## config.mk

```make
export PLATFORM = sky130hd
export DESIGN_NAME = serv_ibus_responder_flat
export DESIGN_NICKNAME = d
export VERILOG_FILES = /design/src/rtl/serv_ibus_pkg.sv /design/src/rtl/serv_ibus_if.sv /design/src/rtl/serv_ibus_hit_buf.sv /design/src/rtl/serv_ibus_responder.sv /design/src/flat_wrapper.sv
export SDC_FILE = /design/constraint.sdc
export NUM_CORES = 1
export LEC_CHECK = 0
export BUFFER_PORTS_ARGS = -buffer_cell sky130_fd_sc_hd__buf_4
export CORE_ASPECT_RATIO = 0.9
export CORE_UTILIZATION = 44
export DETAILED_ROUTE_END_ITERATION = 7
export PLACE_DENSITY = 0.88
export RECOVER_POWER = 25
export SLEW_MARGIN = 20
export SYNTH_ARGS = -nofsm -noshare
export SYNTH_HDL_FRONTEND = slang
export SYNTH_SLANG_ARGS = --single-unit
```

## constraint.sdc

```tcl
create_clock -name clk -period 1.9 [get_ports clk]
set_input_delay 0.095 -clock clk [delete_from_list [all_inputs] [get_ports clk]]
set_output_delay 0.095 -clock clk [all_outputs]
set_load 0.005 [all_outputs]
```

## src/rtl/serv_ibus_pkg.sv

```systemverilog
// rtl/serv_ibus_pkg.sv - shared types and constants for the SERV ibus responder
//
// Purpose : FSM state type, Wishbone word width and latency-counter sizing
//           shared by the responder top, its hit buffer and the bus interface.
// Ports   : none (package).
package serv_ibus_pkg;

    localparam int WB_WORD_W  = 32;
    localparam int RD_LAT_MAX = 4;
    // Counter only has to reach RD_LAT_MAX-1, one spare bit keeps it simple.
    localparam int LAT_CNT_W  = $clog2(RD_LAT_MAX + 1);

    typedef enum logic [1:0] {
        IDLE = 2'd0,
        RD   = 2'd1,
        RESP = 2'd2
    } state_e;

endpackage

```

## src/rtl/serv_ibus_if.sv

```systemverilog
// rtl/serv_ibus_if.sv - Wishbone instruction-bus interface between aligner and responder
//
// Purpose : bundles the ibus request/response signals.
// Signals : adr  byte fetch address (master -> slave)
//           cyc  request valid, held until ack (master -> slave)
//           ack  one-cycle response strobe (slave -> master)
//           rdt  fetched word, valid with ack (slave -> master)
//           err  out-of-range fetch, valid with ack (slave -> master)
interface serv_ibus_if;
    import serv_ibus_pkg::*;

    logic [31:0]           adr;
    logic                  cyc;
    logic                  ack;
    logic [WB_WORD_W-1:0]  rdt;
    logic                  err;

    modport master (output adr, output cyc, input ack, input rdt, input err);
    modport slave  (input adr, input cyc, output ack, output rdt, output err);

endinterface

```

## src/rtl/serv_ibus_hit_buf.sv

```systemverilog
// rtl/serv_ibus_hit_buf.sv - one-entry tag/data buffer for repeated ibus fetches
//
// Purpose : remembers the last word read from SRAM so the aligner's repeated
//           adr+4 refetch can be answered without another SRAM access.
// Ports   : clk, rst_n      clock, asynchronous active-low reset
//           i_inval         clears the entry at the next edge (wins over fill)
//           i_fill          load i_fill_tag/i_fill_data and mark valid
//           i_lookup_tag    word index being looked up
//           o_hit           entry valid and tag matches i_lookup_tag
//           o_data          buffered word
module serv_ibus_hit_buf
    import serv_ibus_pkg::*;
#(
    parameter int unsigned TAG_W = 10
) (
    input  logic                  clk,
    input  logic                  rst_n,
    input  logic                  i_inval,
    input  logic                  i_fill,
    input  logic [TAG_W-1:0]      i_fill_tag,
    input  logic [WB_WORD_W-1:0]  i_fill_data,
    input  logic [TAG_W-1:0]      i_lookup_tag,
    output logic                  o_hit,
    output logic [WB_WORD_W-1:0]  o_data
);

    logic                  valid_q, valid_d;
    logic [TAG_W-1:0]      tag_q,   tag_d;
    logic [WB_WORD_W-1:0]  data_q,  data_d;

    always_comb begin
        valid_d = valid_q;
        tag_d   = tag_q;
        data_d  = data_q;
        if (i_inval) begin
            // Invalidation beats a coincident fill so stale code is never kept.
            valid_d = 1'b0;
        end else if (i_fill) begin
            valid_d = 1'b1;
            tag_d   = i_fill_tag;
            data_d  = i_fill_data;
        end
    end

    always_ff @(posedge clk or negedge rst_n) begin
        if (!rst_n) begin
            valid_q <= 1'b0;
            tag_q   <= '0;
            data_q  <= '0;
        end else begin
            valid_q <= valid_d;
            tag_q   <= tag_d;
            data_q  <= data_d;
        end
    end

    assign o_hit  = valid_q && (tag_q == i_lookup_tag);
    assign o_data = data_q;

endmodule

```

## src/rtl/serv_ibus_responder.sv

```systemverilog
// rtl/serv_ibus_responder.sv - Wishbone ibus responder reading a synchronous SRAM
//
// Purpose : answers word fetches from the SERV misaligned-fetch aligner. Range
//           checks the address, reads SRAM with RD_LAT-cycle latency and returns
//           a one-cycle ack with rdt/err. With SERV_IBUS_HIT_BUF_EN defined a
//           one-word hit buffer answers repeated fetches in one cycle; without
//           it every in-range fetch reads SRAM and i_ibus_inval is ignored.
// Ports   : clk, rst_n      clock, asynchronous active-low reset
//           ibus            serv_ibus_if slave (adr, cyc -> ack, rdt, err)
//           i_ibus_inval    clears the hit buffer
//           o_mem_en        SRAM read enable, one-cycle pulse
//           o_mem_addr      SRAM word address
//           i_mem_rdata     SRAM data, sampled RD_LAT edges after o_mem_en rises
module serv_ibus_responder
    import serv_ibus_pkg::*;
#(
    parameter int unsigned MEM_AW    = 10,
    parameter int unsigned RD_LAT    = 1,
    parameter logic [31:0] BASE_ADDR = 32'h0000_0000
) (
    input  logic                  clk,
    input  logic                  rst_n,
    serv_ibus_if.slave            ibus,
    input  logic                  i_ibus_inval,
    output logic                  o_mem_en,
    output logic [MEM_AW-1:0]     o_mem_addr,
    input  logic [WB_WORD_W-1:0]  i_mem_rdata
);

    localparam logic [LAT_CNT_W-1:0] LAT_LAST = LAT_CNT_W'(RD_LAT - 1);

    state_e                state_q,    state_d;
    logic                  ack_q,      ack_d;
    logic                  err_q,      err_d;
    logic [WB_WORD_W-1:0]  rdt_q,      rdt_d;
    logic                  mem_en_q,   mem_en_d;
    logic [MEM_AW-1:0]     mem_addr_q, mem_addr_d;
    logic [LAT_CNT_W-1:0]  lat_cnt_q,  lat_cnt_d;

    logic [31:0]           adr_off;
    logic [31:0]           widx;
    logic                  out_of_range;
    logic                  buf_hit;
    logic [WB_WORD_W-1:0]  buf_data;
    logic                  buf_fill;

    // Full 32-bit range check first; truncation to MEM_AW bits only afterwards,
    // so addresses that alias into SRAM after wrap are still rejected.
    assign adr_off      = ibus.adr - BASE_ADDR;
    assign widx         = adr_off >> 2;
    assign out_of_range = (ibus.adr < BASE_ADDR) || ((widx >> MEM_AW) != 32'd0);

`ifdef SERV_IBUS_HIT_BUF_EN
    serv_ibus_hit_buf #(
        .TAG_W (MEM_AW)
    ) u_hit_buf (
        .clk          (clk),
        .rst_n        (rst_n),
        .i_inval      (i_ibus_inval),
        .i_fill       (buf_fill),
        .i_fill_tag   (mem_addr_q),
        .i_fill_data  (i_mem_rdata),
        .i_lookup_tag (widx[MEM_AW-1:0]),
        .o_hit        (buf_hit),
        .o_data       (buf_data)
    );
`else
    assign buf_hit  = 1'b0;
    assign buf_data = '0;
    logic unused_buf;
    assign unused_buf = ^{i_ibus_inval, buf_fill};
`endif

    always_comb begin
        state_d    = state_q;
        ack_d      = 1'b0;
        err_d      = 1'b0;
        rdt_d      = rdt_q;
        mem_en_d   = 1'b0;
        mem_addr_d = mem_addr_q;
        lat_cnt_d  = lat_cnt_q;
        buf_fill   = 1'b0;

        unique case (state_q)
            IDLE: begin
                if (ibus.cyc) begin
                    if (out_of_range) begin
                        state_d = RESP;
                        ack_d   = 1'b1;
                        err_d   = 1'b1;
                        rdt_d   = '0;
                    end else if (buf_hit) begin
                        state_d = RESP;
                        ack_d   = 1'b1;
                        rdt_d   = buf_data;
                    end else begin
                        state_d    = RD;
                        mem_addr_d = widx[MEM_AW-1:0];
                        mem_en_d   = 1'b1;
                        lat_cnt_d  = '0;
                    end
                end
            end
            RD: begin
                // mem_addr_q still holds the word index, so it doubles as fill tag.
                if (!ibus.cyc) begin
                    state_d = IDLE;
                end else if (lat_cnt_q == LAT_LAST) begin
                    state_d  = RESP;
                    ack_d    = 1'b1;
                    rdt_d    = i_mem_rdata;
                    buf_fill = 1'b1;
                end else begin
                    lat_cnt_d = lat_cnt_q + 1'b1;
                end
            end
            RESP: begin
                state_d = IDLE;
            end
            default: begin
                state_d = IDLE;
            end
        endcase
    end

    always_ff @(posedge clk or negedge rst_n) begin
        if (!rst_n) begin
            state_q    <= IDLE;
            ack_q      <= 1'b0;
            err_q      <= 1'b0;
            rdt_q      <= '0;
            mem_en_q   <= 1'b0;
            mem_addr_q <= '0;
            lat_cnt_q  <= '0;
        end else begin
            state_q    <= state_d;
            ack_q      <= ack_d;
            err_q      <= err_d;
            rdt_q      <= rdt_d;
            mem_en_q   <= mem_en_d;
            mem_addr_q <= mem_addr_d;
            lat_cnt_q  <= lat_cnt_d;
        end
    end

    assign ibus.ack   = ack_q;
    assign ibus.err   = err_q;
    assign ibus.rdt   = rdt_q;
    assign o_mem_en   = mem_en_q;
    assign o_mem_addr = mem_addr_q;

endmodule

```

## src/flat_wrapper.sv

```systemverilog
// flat-port wrapper written by rule: the top's interface ports become plain ports
module serv_ibus_responder_flat import serv_ibus_pkg::*;
#(
    parameter int unsigned MEM_AW    = 10,
    parameter int unsigned RD_LAT    = 1,
    parameter logic [31:0] BASE_ADDR = 32'h0000_0000
)
  (clk, rst_n, i_ibus_inval, o_mem_en, o_mem_addr, i_mem_rdata, ibus_adr, ibus_cyc, ibus_ack, ibus_rdt, ibus_err);
  serv_ibus_if ibus_i ();
  input  logic clk;
  input  logic rst_n;
  input  logic i_ibus_inval;
  output logic o_mem_en;
  output logic [MEM_AW-1:0] o_mem_addr;
  input  logic [WB_WORD_W-1:0] i_mem_rdata;
  input wire logic [$bits(ibus_i.adr)-1:0] ibus_adr;
  input wire logic [$bits(ibus_i.cyc)-1:0] ibus_cyc;
  output wire logic [$bits(ibus_i.ack)-1:0] ibus_ack;
  output wire logic [$bits(ibus_i.rdt)-1:0] ibus_rdt;
  output wire logic [$bits(ibus_i.err)-1:0] ibus_err;
  assign ibus_i.adr = ibus_adr;
  assign ibus_i.cyc = ibus_cyc;
  assign ibus_ack = ibus_i.ack;
  assign ibus_rdt = ibus_i.rdt;
  assign ibus_err = ibus_i.err;
  serv_ibus_responder #(.MEM_AW(MEM_AW), .RD_LAT(RD_LAT), .BASE_ADDR(BASE_ADDR)) u_core (.clk(clk), .rst_n(rst_n), .ibus(ibus_i), .i_ibus_inval(i_ibus_inval), .o_mem_en(o_mem_en), .o_mem_addr(o_mem_addr), .i_mem_rdata(i_mem_rdata));
endmodule
```

==> impl_results.rst <==
.. list-table::
   :header-rows: 1

   * - Metric
     - Value
   * - X dimension of the die
     - approximately 74 um
   * - Crit path buf inv count
     - 2
   * - Total congestion overflow
     - 0
   * - Cell count after synthesis
     - 135
   * - Number of nets still failing antenna checks after routing
     - 0
   * - Data required, critical path
     - 2090 ps
   * - Power per standard cell area
     - around 640 nW/um^2
   * - Portion of total power attributed to the clock network
     - 38.3%
   * - DR vias
     - 1658
   * - Peak fanout along the critical path
     - 34
   * - Run status
     - finished with violations
   * - Vias in the first global route
     - 1672
   * - Actual slew at the worst max-slew pin
     - 1180 ps
   * - Layout fillers
     - 309
   * - Crit start category
     - flop
   * - Post-route core utilization
     - 72.1%
   * - Total of warnings raised by yosys
     - 0
   * - Worst-case hold slack
     - -2.39 ps
   * - Clock buffer count from CTS
     - 5
   * - Clock latency on the worst-skew pair
     - 310 ps
   * - Antenna violations before repair
     - 0
   * - Endpoints failing setup
     - 0
   * - Wire length of the first global-routing pass
     - roughly 7600 um
   * - First-pass iteration count of the detailed router
     - 4
   * - Violations in the final reports
     - negative hold slack
   * - Category of the worst setup path capture point
     - flop
   * - Class of the tightest hold or removal check
     - primary input to flop
   * - Worst max-slew margin expressed relative to the limit
     - 21.4%
   * - Ratio of cells with drive above 1 in the final layout
     - 54.9%
   * - DRT Wirelength
     - 5020 um
   * - Final sum of negative setup slack
     - 0 ps
   * - Final net count
     - 335
   * - Worst endpoint data arrival time
     - 1930 ps
   * - Sw power
     - 0.437 mW
   * - Number of buffers on the longest clock path
     - 2
   * - Leakage power figure
     - 1.67 nW
   * - Number of DRC violations after detailed-routing iteration 0
     - 104
   * - Clk slew on worst S/H paths
     - 90 ps
   * - Count of maximum capacitance violations
     - 0
   * - Highest ir drop seen on vdd
     - 0.000487 V
   * - Top cell family by delay on the critical path
     - compound AO/OA/AOI/OAI gates
   * - Multi-input combinational cell area
     - ~700 um^2
   * - Critical Path, Cell by Cell
     - inv_1, ha_1, and4bb_2, o21ba_2, o31ai_4, buf_12, a22o_2
   * - Max frequency
     - 576 MHz
   * - GRT Util Overall
     - 21.0%
   * - Final period util
     - 91.4%
   * - Detail Placement HPWL
     - 3380 um
   * - Setup repair after global routing missed its margin
     - false
   * - Class of the most critical setup path
     - flop to flop
   * - # DRC
     - 0
   * - Mean cell area of the mapped netlist
     - 15.1 um^2
   * - Cell area after synthesis
     - 2040 um^2
   * - Floorplan die area
     - 4910 um^2
   * - Maximum cell stage delay along the critical path
     - roughly 380 ps
   * - Combinational Power Share
     - between 9 and 10%
   * - Vias per cell
     - 5.05
   * - DP Cell Count
     - 301
   * - CTS tree
     - built
   * - Clock skew
     - 19.2 ps
   * - Number of inserted diodes
     - 0
   * - DIE HEIGHT
     - 66.6 um
   * - Top-Level Pins
     - 113
   * - Maximum number of pins on one net before global-route repair
     - 51
   * - Sink Count
     - 50
   * - Min cycle time layout
     - 1740 ps
   * - Cell Int Power
     - between 1.5 and 2 mW
   * - Number of buffers added for setup after CTS
     - 0
   * - Core Region
     - 4460 um^2
   * - CTS H-Tree Depth
     - 2
   * - Count of final hold-check violations
     - 1
   * - Seq pwr share
     - 51.8%
   * - Routed wirelength normalized by instance count
     - 15.3 um
   * - Number of distinct library cell variants in the gate-level netlist after synthesis
     - 28
   * - Fraction of the yosys area taken by sequential cells
     - around three fifths
   * - Synthesized netlist net count
     - between 200 and 250
   * - Number of input and output port buffers inserted
     - around 110
   * - Critical path's slowest cell
     - dfrtp_1
   * - Filler-free cell count of the finished design
     - 328
   * - Number of core rows
     - 23
   * - Gpl congestion
     - 0.729
   * - Area Growth Syn to Fin
     - 57.7%
   * - Clock Tree Root
     - clkbuf_8
   * - Number of gates given a new drive strength after cts
     - 0
   * - Total of flip-flops plus latches after synthesis
     - 50
   * - Max Slew Vio Count
     - 0
   * - Switching Share
     - 21.1%
   * - Initial Utilization
     - between 40% and 50%
   * - Area occupied by registers
     - 1250 um^2
## state kept, by name, summed over array words and instances (netlist names)
signal / cells
u_core.o_mem_en: 1
u_core.o_mem_addr: 10
u_core.ibus.ack: 1
u_core.lat_cnt_q: 3
u_core.state_q: 2
u_core.ibus.rdt: 32
u_core.ibus.err: 1
## synthesized netlist by cell type (all sizes together)
| master | count | area [um^2] |
|---|---|---|
| a21o | 1 | 7.51 |
| a22o | 32 | 285 |
| a22oi | 2 | 15.0 |
| and2 | 1 | 6.26 |
| and4bb | 1 | 12.5 |
| buf | 7 | 60.1 |
| clkbuf | 1 | 3.75 |
| dfrtp | 50 | 1250 |
| ha | 2 | 25.0 |
| inv | 6 | 22.5 |
| mux2 | 10 | 146 |
| mux2i | 1 | 10.0 |
| nand2 | 1 | 6.26 |
| nand2b | 1 | 6.26 |
| nand3 | 1 | 10.0 |
| nor2 | 1 | 3.75 |
| nor2b | 2 | 12.5 |
| nor3 | 1 | 5.00 |
| nor4 | 6 | 83.8 |
| o21ai | 4 | 20.0 |
| o21ba | 1 | 10.0 |
| o22ai | 1 | 6.26 |
| o31ai | 1 | 21.3 |
| or3b | 1 | 8.76 |
## power by group through the flow
stage | logic, mW | clock network (mW) | registers (mW)
after floorplan | 0.0386 | 0 | 1.09
after global placement | 0.169 | 0 | 1.09
after detailed placement | 0.175 | 0 | 1.09
after CTS | 0.200 | 0.804 | 1.07
after global routing | 0.222 | 0.853 | 1.07
final | 0.205 | 0.792 | 1.07
## area by class of cell
cell class                      count  area share, %
Clock buffer                        6           2.57
Clock inverter                      2           1.21
Inverter                            6          0.700
Multi-Input combinational cell     71           21.8
Sequential cell                    50           38.9
Tap cell                           62           2.41
Timing Repair Buffer              131           32.4
## per-layer routing
| layer | part of all wire, % | global-route usage, % | routed length [um] |
|---|---|---|---|
| met5 | 0 | 0 | 0 |
| met4 | 2.3 | 9.62 | 116 |
| met3 | 3.9 | 4.99 | 198 |
| met2 | 54 | 36.4 | 2720 |
| met1 | 40 | 24.5 | 1990 |
## placed cells by master (no fill, tap or decap), drive strengths merged, types with 2 or more instances in the layout
cell type and n:
a22oi 2, dfrtp 50, a22o 32, nor4 6, clkbuf 7, inv 7, mux2 10, o21ai 4
ha 2, dlygate4sd3 19, nor2b 2, buf 111
## cells by family (layout without fill, tap and decap cells)
group,count (synthesis),after routing,synth area share [%]
compound gates,42,42,17.9
fa+ha+maj,2,2,1.23
buf+inv,14,145,4.23
flops,50,50,61.3
mux,11,11,7.67
simple gates,16,16,7.61
## per-stage QoR
| step | power, mW | setup slack, ps | cell area (um^2) |
|---|---|---|---|
| 2_1_floorplan | 1.13 | 284 | 2040 |
| 3_3_place_gp | 1.26 | 199 | 2910 |
| 3_5_place_dp | 1.27 | 174 | 2910 |
| 6_report | 2.07 | 164 | 3220 |
| 4_1_cts | 2.07 | 161 | 3170 |
| 5_1_grt | 2.14 | 53.4 | 3220 |
## final timing paths
kind | slack [ps] | cells after the start | end | start
setup / recovery | 160 | 7 | u_core.ibus.rdt[0] | u_core.lat_cnt_q[0]
hold / removal | -2 | 2 | u_core.ibus.rdt[19] | i_mem_rdata[19]
setup reg to reg | 160 | 7 | u_core.ibus.rdt[0] | u_core.lat_cnt_q[0]
hold reg to reg | 510 | 1 | u_core.ibus.rdt[31] | u_core.ibus.rdt[31]
max in group asynchronous | 620 | 2 | u_core.ibus.rdt[0] | rst_n
min in group asynchronous | 560 | 2 | u_core.ibus.rdt[3] | rst_n
## timing repair
item                                    in CTS  in global routing
endpoints found under the setup margin       0                  0
hold buffers                                14                  5
endpoints found under the hold margin       63                  5
(Power assumes the default switching activity.)
